**config.mk**
```make
export PLATFORM = sky130hd
export DESIGN_NAME = uart_core_param
export DESIGN_NICKNAME = d
export VERILOG_FILES = /design/src/rtl/uart_pkg.sv /design/src/rtl/uart_bit_timer.sv /design/src/rtl/uart_core_param.sv
export SDC_FILE = /design/constraint.sdc
export NUM_CORES = 1
export LEC_CHECK = 0
export CAP_MARGIN = 20
export CORE_UTILIZATION = 47
export DETAILED_ROUTE_END_ITERATION = 10
export PLACE_DENSITY = 0.66
export REMOVE_ABC_BUFFERS = 1
export SKIP_LAST_GASP = 1
export SYNTH_ARGS = -nofsm -noshare
export SYNTH_HDL_FRONTEND = slang
export SYNTH_HIERARCHICAL = 1
export SYNTH_SLANG_ARGS = --single-unit
```
**constraint.sdc**
```tcl
create_clock -name clk -period 3.25 [get_ports clk]
set_clock_uncertainty 0.1 [all_clocks]
set_input_delay 0.65 -clock clk [delete_from_list [all_inputs] [get_ports clk]]
set_output_delay 0.65 -clock clk [all_outputs]
set_load 0.005 [all_outputs]
```
**src/rtl/uart_pkg.sv**
```systemverilog
// Shared definitions for the parametrised UART core: parity modes,
// divisor calculation, parity helper and FSM state encodings.
package uart_pkg;

    localparam int unsigned PAR_NONE = 0;
    localparam int unsigned PAR_ODD  = 1;
    localparam int unsigned PAR_EVEN = 2;

    // Rounded clock divisor: one bit period in clk cycles.
    function automatic int unsigned uart_div(input longint unsigned clk_hz,
                                             input longint unsigned baud);
        return int'((clk_hz + baud / 2) / baud);
    endfunction

    // Parity bit to transmit (or expect) given the XOR of the payload bits.
    function automatic logic parity_bit(input int unsigned mode,
                                        input logic        ones_xor);
        return (mode == PAR_ODD) ? ~ones_xor : ones_xor;
    endfunction

    typedef enum logic [2:0] {
        TX_IDLE,
        TX_START,
        TX_DATA,
        TX_PARITY,
        TX_STOP
    } tx_state_t;

    typedef enum logic [2:0] {
        RX_IDLE,
        RX_START,
        RX_DATA,
        RX_PARITY,
        RX_STOP,
        RX_WAIT_IDLE
    } rx_state_t;

endpackage

```
**src/rtl/uart_bit_timer.sv**
```systemverilog
// Bit-period counter: runs 0..DIV-1, flags the last cycle of a period and
// the mid-point used to centre the receiver on the start bit.
module uart_bit_timer #(
    parameter int unsigned DIV = 16
) (
    input  logic clk,
    input  logic rst,
    input  logic load,
    output logic tick_full,
    output logic tick_half
);

    localparam int unsigned    CW   = $clog2(DIV);
    localparam logic [CW-1:0]  LAST = CW'(DIV - 1);
    localparam logic [CW-1:0]  HALF = CW'(DIV / 2 - 1);

    logic [CW-1:0] count;

    // Count through one bit period; load restarts the period at zero.
    always_ff @(posedge clk or posedge rst) begin
        if (rst) begin
            count <= '0;
        end else if (load || count == LAST) begin
            count <= '0;
        end else begin
            count <= count + CW'(1);
        end
    end

    assign tick_full = (count == LAST);
    assign tick_half = (count == HALF);

endmodule

```
**src/rtl/uart_core_param.sv**
```systemverilog
// Parametrised full-duplex UART: ready/valid transmitter and a receiver
// with 2-FF synchroniser, start-bit glitch rejection and error flags.
module uart_core_param
    import uart_pkg::*;
#(
    parameter int unsigned CLK_HZ    = 100_000_000,
    parameter int unsigned BAUD      = 9600,
    parameter int unsigned DATA_BITS = 8,
    parameter int unsigned PARITY    = 0,
    parameter int unsigned STOP_BITS = 1
) (
    input  logic                 clk,
    input  logic                 rst,
    input  logic                 tx_valid,
    input  logic [DATA_BITS-1:0] tx_data,
    output logic                 tx_ready,
    output logic                 tx_done,
    output logic                 tx,
    input  logic                 rx,
    input  logic                 rx_en,
    output logic                 rx_valid,
    output logic [DATA_BITS-1:0] rx_data,
    output logic                 rx_parity_err,
    output logic                 rx_frame_err
);

    localparam int unsigned DIV       = uart_div(CLK_HZ, BAUD);
    localparam logic [3:0]  LAST_DATA = 4'(DATA_BITS - 1);
    localparam logic [3:0]  LAST_STOP = 4'(STOP_BITS - 1);

    if (DATA_BITS < 5 || DATA_BITS > 9) begin : g_bad_data_bits
        $fatal(1, "uart_core_param: DATA_BITS must be within 5..9");
    end
    if (PARITY > 2) begin : g_bad_parity
        $fatal(1, "uart_core_param: PARITY must be 0, 1 or 2");
    end
    if (STOP_BITS != 1 && STOP_BITS != 2) begin : g_bad_stop_bits
        $fatal(1, "uart_core_param: STOP_BITS must be 1 or 2");
    end
    if (DIV < 16) begin : g_bad_div
        $fatal(1, "uart_core_param: CLK_HZ/BAUD must be at least 16");
    end

    // ------------------------------------------------------------------
    // Transmitter
    // ------------------------------------------------------------------
    tx_state_t              tx_state, tx_state_next;
    logic [3:0]             tx_cnt, tx_cnt_next;
    logic [DATA_BITS-1:0]   tx_shift, tx_shift_next;
    logic                   tx_par, tx_par_next;
    logic                   tx_line_next;
    logic                   tx_load;
    logic                   tx_tick;
    logic                   tx_half_unused;

    uart_bit_timer #(.DIV(DIV)) u_tx_timer (
        .clk       (clk),
        .rst       (rst),
        .load      (tx_load),
        .tick_full (tx_tick),
        .tick_half (tx_half_unused)
    );

    assign tx_ready = (tx_state == TX_IDLE);

    // TX next-state logic; tx is registered from the next state so the pin
    // is glitch-free and the start bit appears the cycle after handshake.
    always_comb begin
        tx_state_next = tx_state;
        tx_cnt_next   = tx_cnt;
        tx_shift_next = tx_shift;
        tx_par_next   = tx_par;
        tx_load       = 1'b0;
        tx_done       = 1'b0;
        unique case (tx_state)
            TX_IDLE: begin
                tx_load = 1'b1;
                if (tx_valid) begin
                    tx_state_next = TX_START;
                    tx_shift_next = tx_data;
                    tx_par_next   = parity_bit(PARITY, ^tx_data);
                    tx_cnt_next   = '0;
                end
            end
            TX_START: begin
                if (tx_tick) begin
                    tx_state_next = TX_DATA;
                    tx_cnt_next   = '0;
                end
            end
            TX_DATA: begin
                if (tx_tick) begin
                    if (tx_cnt == LAST_DATA) begin
                        tx_cnt_next   = '0;
                        tx_state_next = (PARITY == PAR_NONE) ? TX_STOP : TX_PARITY;
                    end else begin
                        tx_cnt_next   = tx_cnt + 4'd1;
                        tx_shift_next = tx_shift >> 1;
                    end
                end
            end
            TX_PARITY: begin
                if (tx_tick) begin
                    tx_state_next = TX_STOP;
                    tx_cnt_next   = '0;
                end
            end
            TX_STOP: begin
                if (tx_tick) begin
                    if (tx_cnt == LAST_STOP) begin
                        tx_state_next = TX_IDLE;
                        tx_cnt_next   = '0;
                        tx_done       = 1'b1;
                    end else begin
                        tx_cnt_next = tx_cnt + 4'd1;
                    end
                end
            end
            default: tx_state_next = TX_IDLE;
        endcase

        unique case (tx_state_next)
            TX_START:  tx_line_next = 1'b0;
            TX_DATA:   tx_line_next = tx_shift_next[0];
            TX_PARITY: tx_line_next = tx_par_next;
            default:   tx_line_next = 1'b1;
        endcase
    end

    // TX state and datapath registers; reset forces the line idle at once.
    always_ff @(posedge clk or posedge rst) begin
        if (rst) begin
            tx_state <= TX_IDLE;
            tx_cnt   <= '0;
            tx_shift <= '0;
            tx_par   <= 1'b0;
            tx       <= 1'b1;
        end else begin
            tx_state <= tx_state_next;
            tx_cnt   <= tx_cnt_next;
            tx_shift <= tx_shift_next;
            tx_par   <= tx_par_next;
            tx       <= tx_line_next;
        end
    end

    // ------------------------------------------------------------------
    // Receiver
    // ------------------------------------------------------------------
    rx_state_t              rx_state, rx_state_next;
    logic [3:0]             rx_cnt, rx_cnt_next;
    logic [DATA_BITS-1:0]   rx_shift;
    logic                   rx_par_bit;
    logic                   rx_meta, rx_sync, rx_prev;
    logic                   rx_load, rx_full, rx_half;
    logic                   rx_shift_en, rx_par_en, rx_frame_done;
    logic                   rx_par_err_calc;

    uart_bit_timer #(.DIV(DIV)) u_rx_timer (
        .clk       (clk),
        .rst       (rst),
        .load      (rx_load),
        .tick_full (rx_full),
        .tick_half (rx_half)
    );

    // Two-stage synchroniser plus one delayed copy for start-edge detection.
    always_ff @(posedge clk or posedge rst) begin
        if (rst) begin
            rx_meta <= 1'b1;
            rx_sync <= 1'b1;
            rx_prev <= 1'b1;
        end else begin
            rx_meta <= rx;
            rx_sync <= rx_meta;
            rx_prev <= rx_sync;
        end
    end

    // RX next-state logic. The timer is reloaded at the start-bit centre so
    // every later tick_full lands in the middle of a bit; it is also held at
    // zero whenever the FSM waits for a new start edge.
    always_comb begin
        rx_state_next = rx_state;
        rx_cnt_next   = rx_cnt;
        rx_load       = 1'b0;
        rx_shift_en   = 1'b0;
        rx_par_en     = 1'b0;
        rx_frame_done = 1'b0;
        unique case (rx_state)
            RX_IDLE: begin
                rx_load = 1'b1;
                if (rx_en && rx_prev && !rx_sync) begin
                    rx_state_next = RX_START;
                    rx_cnt_next   = '0;
                end
            end
            RX_START: begin
                if (rx_half) begin
                    rx_load       = 1'b1;
                    rx_cnt_next   = '0;
                    rx_state_next = rx_sync ? RX_IDLE : RX_DATA;
                end
            end
            RX_DATA: begin
                if (rx_full) begin
                    rx_shift_en = 1'b1;
                    if (rx_cnt == LAST_DATA) begin
                        rx_cnt_next   = '0;
                        rx_state_next = (PARITY == PAR_NONE) ? RX_STOP : RX_PARITY;
                    end else begin
                        rx_cnt_next = rx_cnt + 4'd1;
                    end
                end
            end
            RX_PARITY: begin
                if (rx_full) begin
                    rx_par_en     = 1'b1;
                    rx_state_next = RX_STOP;
                end
            end
            RX_STOP: begin
                if (rx_full) begin
                    rx_frame_done = 1'b1;
                    rx_state_next = rx_sync ? RX_IDLE : RX_WAIT_IDLE;
                end
            end
            RX_WAIT_IDLE: begin
                rx_load = 1'b1;
                if (rx_sync) begin
                    rx_state_next = RX_IDLE;
                end
            end
            default: rx_state_next = RX_IDLE;
        endcase
    end

    assign rx_par_err_calc = (PARITY != PAR_NONE) &&
                             (parity_bit(PARITY, ^rx_shift) != rx_par_bit);

    // RX state, shift register and frame outputs (data held until next frame).
    always_ff @(posedge clk or posedge rst) begin
        if (rst) begin
            rx_state      <= RX_IDLE;
            rx_cnt        <= '0;
            rx_shift      <= '0;
            rx_par_bit    <= 1'b0;
            rx_valid      <= 1'b0;
            rx_data       <= '0;
            rx_parity_err <= 1'b0;
            rx_frame_err  <= 1'b0;
        end else begin
            rx_state <= rx_state_next;
            rx_cnt   <= rx_cnt_next;
            rx_valid <= rx_frame_done;
            if (rx_shift_en) begin
                rx_shift <= {rx_sync, rx_shift[DATA_BITS-1:1]};
            end
            if (rx_par_en) begin
                rx_par_bit <= rx_sync;
            end
            if (rx_frame_done) begin
                rx_data       <= rx_shift;
                rx_parity_err <= rx_par_err_calc;
                rx_frame_err  <= ~rx_sync;
            end
        end
    end

endmodule

```
==> flow_summary.toml, run 1 <==
[critical_path]
crit_start = "u_tx_timer/count[3]$_DFF_PP0_"
worstPathCellList = "or4b_4, nor4_4, and2_1, and3_1, clkdlybuf4s50_1"
cp.required_ns = 2.50
path_depth = 5
crit-reg2reg-launch = "u_rx_timer/count[3]$_DFF_PP0_"
cpPeakStageDelay_ns = 0.56
crit_end = "tx_done"
reg2regPathDepth = 5
path_delay_family = "simple AND/OR/NAND/NOR gates"
rrSetupSlack_ns = 0.52
path_class = "reg2out"
cp-start-kind = "flop"
worstPathMaxFanout = 4
arrival_ns = 2.42
crit_buf_inv = 1
r2r_end = "rx_shift[6]$_DFFE_PP0P_"
cp-end-kind = "output pin"
cp_slowest_cell = "or4b_4"

[floorplanning]
fp.coreArea_um2 = 7727
start_util_pct = 48.36
ioPinCount = 27
fp.dieW_um = 91.17
dieArea_um2 = 8312
die_h_um = 91.17
rows = 32

[detailed_routing]
avgRoutedWirePerCell_um = 13.66
ant_nets = 0
routed_wl_um = 6586
remaining_drc_errors = 0
wl_met3_um = 182
vias_per_cell = 5.324
num_vias = 2566
met1_length_um = 3274
first_iter_violations = 98
met2WireLength_um = 3050
dr.pass1.iters = 4
maxUsedRoutingLayer = "met4"

[global_routing]
grt.overflow.total = 0
antenna_found_initial = 0
grt_pass1_vias = 2509
grt_start_max_net_pins = 29
track_usage_pct = 17.70
grt_pass1_wl_um = 11670

[timing]
worst_pin_slew_ns = 0.6295
finalSetupTns_ns = 0
post-route-min-period_ns = 3.170
min_period_over_period_pct = 97.54
timing.fmax_mhz = 315.5
relSlewSlack_pct = 57.80
hold_viol_final = 0
maxSlewViolCount = 0
rsz0062_at_grt = "false"
setup_viol = 0

[synthesis]
netlist_instances = 351
synth.cell_area_um2 = 3737
synth_area_per_cell_um2 = 10.65
ys_warn_count = 6

[pwr]
p_per_area_nw_per_um2 = 409.1
fin_total_pwr_uw = 1740
clockPowerShare_pct = 43.4
combPwrFrac_pct = 3.8
p_sw_share_pct = 20.62
p_int_uw = 1382
sequentialPowerShare_pct = 52.8
switchingPower_uw = 358.8
p_leak_uw = 0.001837
ir_drop_uv = 230.9

[place]
io_buffers = 25
dp_hpwl_um = 4488
gp_congestion = 0.8233

[clocking]
clock_sinks = 73
cts_buffer_depth = 2
cts_hold_buf = 0
root_buffer = "clkbuf_8"
cts_made_buffers = 9
htree_levels = 3
path_clk_slew_ns = 0.07
clk_latency_ns = 0.35
cts_tree = "done"

[worst_hold_path]
hold_class = "reg2reg"
worstHoldStart = "rx_meta$_DFF_PP1_"

[job]
cap_violations = 0

[layout]
drive_above_1_share_pct = 15.79
antenna-diode-count = 0
area_growth_pct = 13.83
fin_nets = 395

[status]
status = "completed"
[layout by cell type (no fill, tap or decap), drive strengths merged, types with 3 or more instances in the layout]
| cell | instances |
|---|---|
| o31ai | 3 |
| a21o | 6 |
| a21oi | 3 |
| a31oi | 3 |
| dfstp | 4 |
| nor2 | 41 |
| xor2 | 4 |
| nand3b | 3 |
| and2 | 3 |
| clkdlybuf4s50 | 25 |
| xnor2 | 27 |
| nor3 | 11 |
| nor2b | 4 |
| buf | 5 |
| nand4bb | 3 |
| dfrtp | 69 |
| o21ai | 7 |
| nand3 | 18 |
| nor4 | 9 |
| a22o | 7 |
| or2 | 3 |
| nand2b | 3 |
| nand2 | 17 |
| o22ai | 3 |
| clkbuf | 14 |
| mux2 | 19 |
| or4b | 3 |
| ha | 7 |
| inv | 23 |
[area by class of cell]
class                           count  area [um2]
Clock inverter                      2       35.03
Tap cell                          102       127.6
Fill cell                         674        3473
Multi-Input combinational cell    238        1703
Inverter                           23       86.33
Timing Repair Buffer               30       287.8
Sequential cell                    73        1832
Clock buffer                       14       182.7
[layer usage]
metal / track usage (%) / vias to the layer above
li1: - / 1266
met1: 24.52 / 1264
met2: 26.64 / 29
met3: 4.523 / 7
met4: 6.878 / 0
met5: 0 / -
[power by group through the flow]
stage          logic (uW)  clock network [uW]  registers, uW
4_1_cts              67.5                 779            919
5_1_grt              75.4                 814            920
2_1_floorplan        38.0                   0            935
6_report             65.5                 756            919
3_5_place_dp         66.9                   0            936
3_3_place_gp         66.6                   0            936
[worst min path at each step]
stage	slack, ns	to	cells past startpoint
global placement	0.25	rx_sync$_DFF_PP1_	0
finish	0.26	rx_sync$_DFF_PP1_	0
global route	0.26	rx_sync$_DFF_PP1_	0
floorplan	0.25	rx_sync$_DFF_PP1_	0
CTS	0.25	rx_sync$_DFF_PP1_	0
detailed placement	0.25	rx_sync$_DFF_PP1_	0
[registers in the layout, summed over array words and instances, names as in the netlist]
name and cells:
rx_cnt 4, rx_data 8, rx_frame_err 1, rx_meta 1
rx_prev 1, rx_shift 8, rx_state 3, rx_sync 1
rx_valid 1, tx 1, tx_cnt 4, tx_par 1
tx_shift 8, tx_state 3, u_rx_timer/count 14, u_tx_timer/count 14
[what timing repair did]
item	in CTS	in global routing
gates resized for setup	0	0
buffers inserted	0	1
hold endpoints to repair	0	0
endpoints found under the setup margin	0	1
[worst reg2reg max path: stages (launching register included)]
cell and delay (ns):
dfrtp_1 0.43, or4b_4 0.58, nor4_4 0.35, inv_1 0.18, nor3_2 0.56, mux2_2 0.41
[per-stage QoR]
step / hold slack, ns / cells / setup WS [ns] / instance area [um2] / utilization (%)
after CTS: 0.2548 / 481 / 0.05370 / 4247 / 54.95
after global placement: 0.2471 / 465 / 0.4679 / 4029 / 52.14
after global routing: 0.2562 / 482 / 0.007207 / 4254 / 55.05
final: 0.2566 / 482 / 0.08003 / 4254 / 55.05
after detailed placement: 0.2497 / 465 / 0.4527 / 4029 / 52.14
after floorplan: 0.2452 / 334 / 0.7628 / 3621 / -
(Power assumes the default switching activity.)
==> inputs of run 2 (changes only) <==
CORE_MARGIN = 3   (was default)
==> run 2 against run 1 <==
Non-clock buffer count rose by 4. Clock-buffer cell count fell by 5. Final cell count rose by 0.21%. First-iteration DRC count fell by 11%. Via count rose by 0.70%. Flip-flop and latch count did not move. Die area rose by 9.0%. Maximum frequency rose by 1.4%. Worst setup slack improved by 0.044 ns. Global-route usage fell by 1.5 points.
==> flow_summary.toml, run 2 (same netlist as run 1, synthesis figures left out) <==
[clocking]
root_buffer = "clkbuf_8"
clock_sinks = 73
path_clk_slew_ns = 0.08
clk_latency_ns = 0.34
cts_tree = "done"
cts_made_buffers = 9
htree_levels = 3
cts_buffer_depth = 2
cts_hold_buf = 0

[layout]
drive_above_1_share_pct = 17.45
layout_commonest_cell = "dfrtp_1"
final_cell_mix = "67 x dfrtp_1, 41 x nor2_1, 27 x xnor2_1, 25 x clkdlybuf4s50_1, 22 x inv_1"
fin_nets = 399
top_regs = "u_rx_timer/count: 14 flops, u_tx_timer/count: 14 flops"
antenna-diode-count = 0
area_growth_pct = 15.00
num-fill-cells = 635

[status]
status = "completed"

[timing]
min_period_over_period_pct = 96.18
worst_pin_slew_ns = 0.6706
hold_viol_final = 0
post-route-min-period_ns = 3.126
maxSlewViolCount = 0
timing.fmax_mhz = 319.9
setup_viol = 0
worst_slack_ns = 0.1243
rsz0062_at_grt = "false"
finalSetupTns_ns = 0
relSlewSlack_pct = 55.02

[critical_path]
reg2regPathDepth = 8
cp-end-kind = "output pin"
cp.required_ns = 2.50
cp-start-kind = "flop"
worstPathMaxFanout = 6
arrival_ns = 2.38
crit-reg2reg-launch = "u_tx_timer/count[2]$_DFF_PP0_"
path_class = "reg2out"
r2r_end = "tx$_DFF_PP1_"
rrSetupSlack_ns = 0.55

[pwr]
ir_drop_uv = 219.8
p_int_uw = 1377
p_per_area_nw_per_um2 = 409.6
clockPowerShare_pct = 44.0
switchingPower_uw = 383.5
p_leak_uw = 0.001851
p_sw_share_pct = 21.79
sequentialPowerShare_pct = 52.2
combPwrFrac_pct = 3.8

[global_routing]
antenna_found_initial = 0
grt_start_max_net_pins = 29
grt_pass1_vias = 2566
track_usage_pct = 16.24
grt.overflow.total = 0
grt_pass1_wl_um = 11650

[worst_hold_path]
hold_end = "rx_sync$_DFF_PP1_"
min_path_cells = 0
worstHoldStart = "rx_meta$_DFF_PP1_"
hold_class = "reg2reg"

[detailed_routing]
dr.pass1.iters = 4
ant_nets = 0
avgRoutedWirePerCell_um = 13.86
first_iter_violations = 87
remaining_drc_errors = 0
vias_per_cell = 5.350
routed_wl_um = 6696
num_vias = 2584

[place]
gp_congestion = 0.8414
io_buffers = 25
dp_hpwl_um = 4666
pre_cts_ws_ns = 0.4502

[floorplanning]
fp.dieW_um = 95.17
rows = 31
dieArea_um2 = 9057
fp.coreArea_um2 = 7486
start_util_pct = 49.92
die_h_um = 95.17
ioPinCount = 27

[job]
cap_violations = 0
-- run 2: routing by layer --
layer,GRT usage (%),routed length [um],up-vias
li1,-,-,1275
met1,22.22,3302,1264
met2,25.31,3126,39
met3,3.631,197,6
met4,5.889,69,0
met5,0,0,-
-- run 2: critical path: stages (launching register included) --
cell	delay, ns
dfrtp_2	0.44
or3b_2	0.50
nor4_4	0.25
and2_4	0.19
and3_1	0.16
clkdlybuf4s50_1	0.50
-- run 2: worst max-delay path by stage --
stage,startpoint,slack [ns],to
finish,u_tx_timer/count[2]$_DFF_PP0_,0.12,tx_done
global route,u_tx_timer/count[2]$_DFF_PP0_,0.01,tx_done
CTS,u_tx_timer/count[3]$_DFF_PP0_,0.05,tx_done
detailed placement,u_tx_timer/count[3]$_DFF_PP0_,0.45,tx_done
global placement,u_tx_timer/count[3]$_DFF_PP0_,0.47,tx_done
floorplan,u_tx_timer/count[3]$_DFF_PP0_,0.76,tx$_DFF_PP1_
-- run 2: power groups by stage --
stage	registers [uW]	clock network [uW]	logic, uW
floorplan	935	0	38.0
finish	919	774	67.2
CTS	919	797	68.9
global route	919	824	76.2
detailed placement	937	0	68.3
global placement	936	0	68.3
-- run 2: metrics by stage --
step | hold WS (ns) | cell area, um2 | power (uW) | instances | util (%)
finish | 0.2475 | 4298 | 1760 | 483 | 57.41
global route | 0.2568 | 4298 | 1819 | 483 | 57.41
CTS | 0.2511 | 4263 | 1785 | 479 | 56.94
floorplan | 0.2452 | 3621 | 973.2 | 334 | -
detailed placement | 0.2473 | 4045 | 1005 | 463 | 54.04
global placement | 0.2474 | 4045 | 1005 | 463 | 54.04
-- run 2: area by class of cell --
cell class | count | area [um2] | share of cell area, %
Inverter | 23 | 86.33 | 2.009
Clock buffer | 9 | 123.9 | 2.882
Timing Repair Buffer | 34 | 330.3 | 7.686
Sequential cell | 73 | 1834 | 42.68
Clock inverter | 7 | 93.84 | 2.183
Tap cell | 99 | 123.9 | 2.882
Multi-Input combinational cell | 238 | 1705 | 39.68
-- run 2: timing repair --
action | in CTS | in global routing
setup buffers | 0 | 4
gates resized for setup | 0 | 3
setup endpoints to repair | 0 | 1
